$ cat src/rtl/mem_port_arbiter_pkg.sv
// Shared types for the core/memory interface and the memory port arbiter.
// CorePack carries the core-wide bus widths and word types.
// MemArbPack carries the arbiter FSM state and request-owner encodings.

package CorePack;

  localparam int CORE_ADDR_W = 64;
  localparam int CORE_DATA_W = 64;
  localparam int CORE_MASK_W = CORE_DATA_W / 8;

  typedef logic [CORE_ADDR_W-1:0] addr_t;
  typedef logic [CORE_DATA_W-1:0] data_t;
  typedef logic [CORE_MASK_W-1:0] mask_t;

endpackage

package MemArbPack;

  import CorePack::*;

  typedef enum logic [2:0] {
    IDLE    = 3'd0,
    RD_REQ  = 3'd1,
    RD_WAIT = 3'd2,
    WR_REQ  = 3'd3,
    WR_WAIT = 3'd4,
    RESP    = 3'd5
  } arb_state_e;

  // OWN_I encodes as 0 so that a cleared owner register reads as fetch.
  typedef enum logic {
    OWN_I = 1'b0,
    OWN_D = 1'b1
  } owner_e;

  // Requester that should win a tie, given who was served last.
  function automatic owner_e rr_next(input owner_e last);
    return (last == OWN_D) ? OWN_I : OWN_D;
  endfunction

endpackage

$ cat src/rtl/mem_port_arbiter_rr_pick2.sv
// rr_pick2: combinational two-way round-robin grant.
// Ports: i_valid/d_valid request lines, last_owner (requester served last),
//        grant_i/grant_d one-hot (or zero) grant outputs.

module rr_pick2
  import MemArbPack::*;
(
  input  logic   i_valid,
  input  logic   d_valid,
  input  owner_e last_owner,
  output logic   grant_i,
  output logic   grant_d
);

  always_comb begin
    grant_i = 1'b0;
    grant_d = 1'b0;
    if (i_valid && d_valid) begin
      // Tie: the requester that was not served last wins.
      if (rr_next(last_owner) == OWN_I) begin
        grant_i = 1'b1;
      end else begin
        grant_d = 1'b1;
      end
    end else begin
      grant_i = i_valid;
      grant_d = d_valid;
    end
  end

endmodule

$ cat src/rtl/mem_port_arbiter.sv
// mem_port_arbiter: shares one downstream read/write memory port between the
// instruction-fetch (read-only) and data (read/write) requesters.
// Ports: i_req_* / i_rsp_* fetch side, d_req_* / d_rsp_* data side,
//        m_r_* downstream read channel, m_w_* downstream write channel.
// One transaction in flight; zero-wait memory gives 3 cycles accept-to-response.

module mem_port_arbiter
  import CorePack::*;
  import MemArbPack::*;
#(
  parameter int ADDR_W = CORE_ADDR_W,
  parameter int DATA_W = CORE_DATA_W,
  parameter int MASK_W = CORE_MASK_W
) (
  input  logic              clk,
  input  logic              rst,

  input  logic              i_req_valid,
  input  logic [ADDR_W-1:0] i_req_addr,
  output logic              i_req_ready,
  output logic              i_rsp_valid,
  output logic [DATA_W-1:0] i_rsp_data,

  input  logic              d_req_valid,
  input  logic              d_req_we,
  input  logic [ADDR_W-1:0] d_req_addr,
  input  logic [DATA_W-1:0] d_req_wdata,
  input  logic [MASK_W-1:0] d_req_wmask,
  output logic              d_req_ready,
  output logic              d_rsp_valid,
  output logic [DATA_W-1:0] d_rsp_data,

  output logic              m_r_req_valid,
  input  logic              m_r_req_ready,
  output logic [ADDR_W-1:0] m_r_req_addr,
  input  logic              m_r_rsp_valid,
  output logic              m_r_rsp_ready,
  input  logic [DATA_W-1:0] m_r_rsp_data,

  output logic              m_w_req_valid,
  input  logic              m_w_req_ready,
  output logic [ADDR_W-1:0] m_w_req_addr,
  output logic [DATA_W-1:0] m_w_req_data,
  output logic [MASK_W-1:0] m_w_req_mask,
  input  logic              m_w_rsp_valid,
  output logic              m_w_rsp_ready
);

  arb_state_e        state;
  owner_e            last_owner;
  owner_e            owner_q;
  logic              we_q;
  logic [ADDR_W-1:0] addr_q;
  logic [DATA_W-1:0] wdata_q;
  logic [MASK_W-1:0] wmask_q;
  logic [DATA_W-1:0] rsp_data_q;

  logic grant_i;
  logic grant_d;
  logic i_accept;
  logic d_accept;

  rr_pick2 u_pick (
    .i_valid    (i_req_valid),
    .d_valid    (d_req_valid),
    .last_owner (last_owner),
    .grant_i    (grant_i),
    .grant_d    (grant_d)
  );

  // Readiness is offered only while idle; every other state holds off both
  // requesters until the current reply has been delivered.
  assign i_req_ready = (state == IDLE) && grant_i;
  assign d_req_ready = (state == IDLE) && grant_d;
  assign i_accept    = i_req_valid && i_req_ready;
  assign d_accept    = d_req_valid && d_req_ready;

  always_ff @(posedge clk) begin
    if (rst) begin
      state      <= IDLE;
      last_owner <= OWN_D;
      owner_q    <= OWN_I;
      we_q       <= 1'b0;
      addr_q     <= '0;
      wdata_q    <= '0;
      wmask_q    <= '0;
      rsp_data_q <= '0;
    end else begin
      case (state)
        IDLE: begin
          if (i_accept) begin
            owner_q    <= OWN_I;
            last_owner <= OWN_I;
            we_q       <= 1'b0;
            addr_q     <= i_req_addr;
            wdata_q    <= '0;
            wmask_q    <= '0;
            state      <= RD_REQ;
          end else if (d_accept) begin
            owner_q    <= OWN_D;
            last_owner <= OWN_D;
            we_q       <= d_req_we;
            addr_q     <= d_req_addr;
            wdata_q    <= d_req_wdata;
            wmask_q    <= d_req_wmask;
            state      <= d_req_we ? WR_REQ : RD_REQ;
          end
        end
        RD_REQ: begin
          if (m_r_req_ready) begin
            state <= RD_WAIT;
          end
        end
        RD_WAIT: begin
          if (m_r_rsp_valid) begin
            rsp_data_q <= m_r_rsp_data;
            state      <= RESP;
          end
        end
        WR_REQ: begin
          if (m_w_req_ready) begin
            state <= WR_WAIT;
          end
        end
        WR_WAIT: begin
          if (m_w_rsp_valid) begin
            rsp_data_q <= '0;
            state      <= RESP;
          end
        end
        RESP: begin
          state <= IDLE;
        end
        default: begin
          state <= IDLE;
        end
      endcase
    end
  end

  // Downstream strobes decode the state register and all payload comes from
  // the latched request, so nothing on the m_* side depends on requester
  // inputs. The opcode qualifier keeps each channel tied to the latched
  // request type.
  assign m_r_req_valid = (state == RD_REQ) && !we_q;
  assign m_r_req_addr  = addr_q;
  assign m_r_rsp_ready = (state == RD_WAIT);

  assign m_w_req_valid = (state == WR_REQ) && we_q;
  assign m_w_req_addr  = addr_q;
  assign m_w_req_data  = wdata_q;
  assign m_w_req_mask  = wmask_q;
  assign m_w_rsp_ready = (state == WR_WAIT);

  assign i_rsp_valid = (state == RESP) && (owner_q == OWN_I);
  assign d_rsp_valid = (state == RESP) && (owner_q == OWN_D);
  assign i_rsp_data  = rsp_data_q;
  assign d_rsp_data  = rsp_data_q;

endmodule

$ cat config.mk
export PLATFORM = sky130hd
export DESIGN_NAME = mem_port_arbiter
export DESIGN_NICKNAME = d
export VERILOG_FILES = /design/src/rtl/mem_port_arbiter_pkg.sv /design/src/rtl/mem_port_arbiter_rr_pick2.sv /design/src/rtl/mem_port_arbiter.sv
export SDC_FILE = /design/constraint.sdc
export NUM_CORES = 1
export LEC_CHECK = 0
export CAP_MARGIN = 20
export CORE_AREA = 5 5 233 235
export DETAILED_ROUTE_END_ITERATION = 8
export DIE_AREA = 0 0 238 240
export MAX_ROUTING_LAYER = met4
export RECOVER_POWER = 25
export SLEW_MARGIN = 20
export SYNTH_ARGS = -nofsm -noshare
export SYNTH_HDL_FRONTEND = slang
export SYNTH_SLANG_ARGS = --single-unit
$ cat constraint.sdc
create_clock -name clk -period 1.7 [get_ports clk]
set_input_delay 0.17 -clock clk [delete_from_list [all_inputs] [get_ports clk]]
set_output_delay 0.17 -clock clk [all_outputs]
set_load 0.05 [all_outputs]
==> out/results.txt, run 1 <==
Status = finished with violations
Failing checks = setup timing
Core area = 52000 sq um
Final WS setup = -0.311 ns
Worst vdd ir = 901 uV
Multi-input logic area = 5260 sq um
Synth cell types = 39
Synthesis-stage register bit count = 206
Final min period = 2.01 ns
Overall via count from detail_route = 11400
Hold Path Cell Cnt = 3
TritonCTS clock tree = built
Avg Synthesized Cell Area = 8.87 sq um
Initial core utilization = 0.203
Via density = 4.76
DRT Pass-1 Iters = 5
Post-Syn Instances = 1192
Layout cell share with drive strength beyond 1 = 0.293
Net Count, Synth = 1465
Crit path DAT = 1.84 ns
Slew margin rel. = 0.607
Port bufs = 608
Remaining Overflow, GRT = 0
Slew @ Worst Pin = 0.592 ns
Crit path capture type = output pin
Max H-tree Level = 1
Cells after DPL = 2299
Drt drc = 0
FILL cells = 5360
Crit-path max FO = 3
DRT Wirelength = 48700 um
Fin. Hold Viols = 0
Critical Path RT = 1.53 ns
CP Launch Type = register
Final setup vio count = 117
Final Hold Slack = 0.0531 ns
Top_reg_cell synth = dfxtp_1
Largest net degree at the start of global routing = 74
Vias in the first global route = 11600
Mapped cell area = 10600 sq um
Clock Root Buffer = clkbuf_16
Critical path class = register to output pin
Aggregate global-route resource usage = 0.157
LEAKAGE = 7.73 nW
RSZ-0062 raised after global routing = yes
Final nets = 1971
Post-synth EDFFs = 0
Die Span X = 238 um
Max-cap violations = 0
Clk Latency, worst-skew pair = 0.54 ns
Hold crit path type = input port to register
Gp weighted congestion = 0.857
P&R area growth vs syn = 73.7%
Max Root-Sink Buffers = 3
Antenna cells = 0
DP Area = 16500 sq um
Finished Cell Area = 18400 sq um
Antenna violations before repair = 0
Drt wl/cell = 20.3 um
Num CTS Buffers = 25
Clock Sinks = 206
Die Area = 57100 sq um
Hpwl dp = 32400 um
Cts hold-fix bufs = 0
First-pass GRT wire length = 70300 um
Detailed Route Iter0 Violations = 653
Pwr/cell area = 1700 nW/um^2
Warnings, synthesis = 0
Final core occ = 0.353
Worst reg2reg path depth = 6
Tcrit/Tclk final = 1.18
Register area share after synthesis = 0.390
Final non-filler cell total = 2403
Max Fclk = 0.497 GHz
Async set-reset flop share out of synthesis = 0
Final Power = 31.2 mW
Row cnt = 84
# IOs = 609
Post-DRT Antenna Nets = 0
FF+latch area = 4130 sq um
Worst Skew = 0.00901 ns
Die height = 240 um
CTS clk-pin slew, worst paths = 0.06 ns
Slew Limit Fails = 0
## cells in the final DEF, fill, tap and decap left out, types with 3 or more instances in the layout
cell / instances
clkbuf_2: 95
buf_16: 15
clkbuf_1: 10
clkbuf_8: 5
mux2_1: 15
dfxtp_1: 204
a311oi_2: 6
o31ai_2: 32
nor2b_1: 66
nor2_1: 3
nor2_4: 5
dlygate4sd2_1: 126
clkbuf_16: 30
a21oi_1: 137
nand3_1: 74
nor3b_1: 63
mux2_2: 21
buf_8: 11
inv_1: 3
o31ai_1: 31
o21ai_0: 64
o21ai_1: 10
mux2_4: 28
buf_6: 24
clkdlybuf4s50_1: 270
a311oi_1: 58
buf_12: 41
buf_4: 156
nand4_1: 64
## metal layers
metal | track usage | part of all wire | up-vias
met5 | - | 0 | -
met4 | 0.0410 | 0.027 | 0
met3 | 0.0354 | 0.081 | 71
met2 | 0.257 | 0.49 | 525
met1 | 0.196 | 0.40 | 5562
li1 | - | - | 5289
## logic make-up (layout without fill, tap and decap cells)
family	after synthesis	count (layout)	share of synthesized area
AO/OA/AOI/OAI	351	351	0.214
flip-flops	206	206	0.390
AND/OR/NAND/NOR	295	298	0.175
buffers and inverters	276	796	0.154
multiplexers	64	64	0.0681
## state kept, by name, indices dropped and copies added (netlist names)
name	cells
we_q	1
m_w_req_data	64
state	3
m_w_req_mask	8
m_r_req_addr	64
owner_q	1
last_owner	1
d_rsp_data	64
## power breakdown
group / total, mW / switching, mW / internal, mW
clock network: 5.36 / 2.18 / 3.18
logic: 19.1 / 11.9 / 7.17
registers: 6.76 / 0.928 / 5.83
## critical path, cell delays in order (launching register included)
cell     delay, ns
dfxtp_2       0.33
or3_4         0.39
buf_12        0.14
buf_8         0.11
nor3_4        0.16
buf_12        0.17
## metrics by stage
| stage | setup slack, ns | TNS (ns) |
|---|---|---|
| floorplan | -0.0864 | -0.214 |
| global placement | -0.255 | -20.64 |
| detailed placement | -0.315 | -27.85 |
| CTS | -0.410 | -8.39 |
| global route | -0.384 | -16.72 |
| finish | -0.311 | -6.64 |
## cell type report
class,instances,share of cell area
Multi-Input combinational cell,713,0.286
Clock inverter,6,0.00470
Tap cell,688,0.0469
Sequential cell,206,0.225
Timing Repair Buffer,747,0.398
Inverter,5,0.00102
Clock buffer,38,0.0389
## cells in the mapped netlist (all sizes together) (2+ instances only)
| cell | count | area (sq um) |
|---|---|---|
| nor2 | 6 | 38.8 |
| a211o | 2 | 17.5 |
| dfxtp | 206 | 4120 |
| nor3 | 2 | 15.0 |
| o31ai | 65 | 553 |
| nand3 | 75 | 375 |
| clkbuf | 94 | 353 |
| nor2b | 68 | 425 |
| nor3b | 65 | 493 |
| a21oi | 138 | 691 |
| nand4 | 64 | 400 |
| nand2 | 3 | 11.3 |
| nand2b | 3 | 18.8 |
| nor4b | 2 | 17.5 |
| or3 | 2 | 12.5 |
| o21ai | 74 | 370 |
| mux2 | 64 | 721 |
| inv | 5 | 18.8 |
| nand3b | 2 | 15.0 |
| a2111oi | 2 | 17.5 |
| a311oi | 64 | 561 |
| buf | 177 | 1250 |
## worst paths after layout
path / slack [ns] / from / to
setup / recovery: -0.31 / state[1] / i_req_ready
setup reg to reg: -0.09 / state[1] / m_r_req_addr[50]
hold reg to reg: 0.47 / m_w_req_data[24] / m_w_req_data[24]
hold / removal: 0.05 / i_req_valid / m_r_req_addr[22]
## what timing repair did
item	4_1_cts	5_1_grt
gates cloned	16	6
endpoints found under the setup margin	199	207
setup buffers	36	5
pin swaps	52	27
resized for setup	241	48
(Power assumes the default switching activity.)
==> inputs of run 2 (changes only) <==
--- a/config.mk
+++ b/config.mk
@@ -15,3 +15,4 @@
 export SYNTH_ARGS = -nofsm -noshare
 export SYNTH_HDL_FRONTEND = slang
 export SYNTH_SLANG_ARGS = --single-unit
+export TNS_END_PERCENT = 20
==> run 2 against run 1 <==
Net effect:
- the flow still finishes with violations (setup timing)
- sequential power rose by 1%
- global-route usage fell by 0.30 points
- via count fell by 0.75%
- cell count fell by 0.87%
- worst setup slack improved by 0.021 ns
- clock skew fell by 0.0026 ns
- wire length rose by 0.38%
- count of clock-buffer cells in the layout rose by 1
- fmax rose by 1.1%
- worst hold slack improved by 0.12 ns
- flip-flop and latch count did not move
- die area did not move
- critical path type unchanged
- critical endpoint unchanged
- highest routed layer unchanged
==> out/results.txt, run 2 (same netlist as run 1, synthesis figures left out) <==
Reg-to-reg slack, setup = -0.28 ns (-0.19 ns)
Row cnt = 84 (unchanged)
Failing checks = setup timing
Crit path DAT = 1.82 ns (-0.02 ns)
Worst vdd ir = 1020 uV (+13%)
Clk Latency, worst-skew pair = 0.53 ns (about the same)
Metal2 WL = 24000 um (+1.1%)
RSZ-0062 raised after global routing = yes
Initial core utilization = 0.203 (unchanged)
Post-DRT Antenna Nets = 0 (unchanged)
Overall via count from detail_route = 11400 (-0.75%)
Top Layer Used = met4
Final setup vio count = 192 (+64%)
Remaining Overflow, GRT = 0 (unchanged)
Setup TNS = -27.16 ns (-20.52 ns)
Crit-path max FO = 2 (-1)
Gp weighted congestion = 0.864 (+0.72%)
Largest net degree at the start of global routing = 65 (-12%)
Part of the power in registers = 0.224 (+0.007)
Final WS setup = -0.290 ns (+0.0210 ns)
Worst Skew = 0.00638 ns (-0.00263 ns)
Slew @ Worst Pin = 0.666 ns (+0.0743 ns)
Die Span X = 238 um (unchanged)
CP Launch Type = register
First-pass GRT wire length = 68300 um (-2.8%)
Drt wl/cell = 20.5 um (+1.3%)
Status = finished with violations
Detailed Route Iter0 Violations = 624 (-4.4%)
Max H-tree Level = 1 (unchanged)
Final Hold Slack = 0.173 ns (+0.120 ns)
Reg2reg start = state[1]
Max Fclk = 0.503 GHz (+1.1%)
Final Power = 30.6 mW (-2.0%)
DRT Pass-1 Iters = 5 (unchanged)
Commonest non-fill, non-tap cells in the layout = 270 x clkdlybuf4s50_1, 204 x dfxtp_1, 165 x buf_4
Tcrit/Tclk final = 1.17 (-0.0124)
Final min period = 1.99 ns (-0.0210 ns)
Drt drc = 0 (unchanged)
LEAKAGE = 7.54 nW (-2.5%)
Clock power share = 0.168 (-0.004)
Met3 wire length = 3710 um (-6.1%)
Reg-to-reg endpoint = m_r_req_addr[30]
Core area = 52000 sq um (unchanged)
Die Area = 57100 sq um (unchanged)
Commonest non-fill, non-tap cell in the layout = clkdlybuf4s50_1
Worst reg2reg path depth = 8 (+2)
Pwr/cell area = 1670 nW/um^2 (-1.6%)
Critical Path RT = 1.53 ns (about the same)
Aggregate global-route resource usage = 0.154 (-0.00300)
Final nets = 1949 (-1.1%)
Num CTS Buffers = 26 (+4.0%)
Max Root-Sink Buffers = 3 (unchanged)
Critical path class = register to output pin
Clock Root Buffer = clkbuf_16
# IOs = 609 (unchanged)
Switching share of power = 0.494 (+0.0129)
TritonCTS clock tree = built
Antenna violations before repair = 4 (+4)
Clock Sinks = 206 (unchanged)
Hpwl dp = 33200 um (+2.6%)
Hold crit path type = input port to register
Slew margin rel. = 0.556 (-0.0512)
Finished Cell Area = 18300 sq um (-0.37%)
Port bufs = 608 (unchanged)
Die height = 240 um (unchanged)
Hold Path Cell Cnt = 4 (+1)
DP Area = 16500 sq um (about the same)
Layout cell share with drive strength beyond 1 = 0.284 (-0.00869)
P&R area growth vs syn = 73.0%
P_int = 15.5 mW (-4.4%)
Slew Limit Fails = 0 (unchanged)
Net Switching = 15.1 mW (+0.65%)
Final non-filler cell total = 2382 (-0.87%)
Fin. Hold Viols = 0 (unchanged)
M1 wire length = 19900 um (+1.2%)
Endpoint, Worst Hold = m_r_req_addr[22]
Crit path capture type = output pin
DRT Wirelength = 48900 um (+0.38%)
FILL cells = 5339 (-0.39%)
CTS clk-pin slew, worst paths = 0.06 ns (about the same)
Hold Startpoint = i_req_valid
Vias in the first global route = 11000 (-5.0%)
Comb pwr share = 0.608 (-0.003)
Max-cap violations = 0 (unchanged)
Via density = 4.77 (+0.12%)
Cells after DPL = 2297 (-0.087%)
## run 2: cell types whose count changed in the layout (fill, tap and decap cells not counted), sizes merged, moves of 2 or more
cell           before  now
clkbuf            140  128
clkdlybuf4s15       0    3
bufinv              2    0
buf               248  225
diode               0    4
dlygate4sd2       126  135
## run 2: layer usage
metal | global-route usage | up-vias
met2 | 0.254 | 485
met1 | 0.192 | 5549
met5 | - | -
met4 | 0.0437 | 0
li1 | - | 5252
met3 | 0.0296 | 75
## run 2: cell type report
type | instances | area (sq um) | area share
clock buffers | 39 | 761 | 0.0416
repair buffers | 724 | 6890 | 0.377
inverters | 5 | 18.8 | 0.00103
multi-input cells | 713 | 5620 | 0.307
well taps | 688 | 861 | 0.0470
flip-flops and latches | 206 | 4130 | 0.226
diodes | 4 | 10.0 | 0.000547
clock inverters | 3 | 15.0 | 0.000821
## run 2: what timing repair did
action | CTS | global route
gates cloned | 4 | 12
pin swaps | 22 | 70
hold buffers | 0 | 0
resized for setup | 230 | 143
setup endpoints to repair | 210 | 207
setup buffers | 11 | 12
## run 2: metrics by stage
stage,setup WS (ns),utilization
final,-0.290,0.352
after global routing,-0.352,0.352
after CTS,-0.371,0.336
after detailed placement,-0.332,0.317
after global placement,-0.276,0.317
after floorplan,-0.116,-
## run 2: worst max-delay path, cell delays in order, from the launching register on
cell	delay, ns
dfxtp_2	0.32
or3_4	0.40
buf_12	0.14
buf_16	0.12
nor3_4	0.14
buf_12	0.16
## run 2: how the worst max path moves through the flow
stage	end	startpoint	cells after the start	slack (ns)
global route	i_req_ready	state[1]	5	-0.35
CTS	i_req_ready	state[1]	5	-0.37
global placement	m_r_req_addr[50]	d_req_valid	4	-0.28
floorplan	i_rsp_valid	state[0]	3	-0.12
detailed placement	m_r_req_addr[0]	d_req_valid	4	-0.33
finish	i_req_ready	state[1]	5	-0.29
## run 2: power groups by stage
| stage | Clock (mW) | Combinational (mW) | Sequential (mW) |
|---|---|---|---|
| 6_report | 5.14 | 18.6 | 6.85 |
| 2_1_floorplan | 0 | 8.11 | 9.79 |
| 5_1_grt | 5.50 | 19.4 | 6.97 |
| 3_3_place_gp | 0 | 15.7 | 6.90 |
| 3_5_place_dp | 0 | 15.8 | 6.93 |
| 4_1_cts | 5.31 | 16.6 | 6.83 |
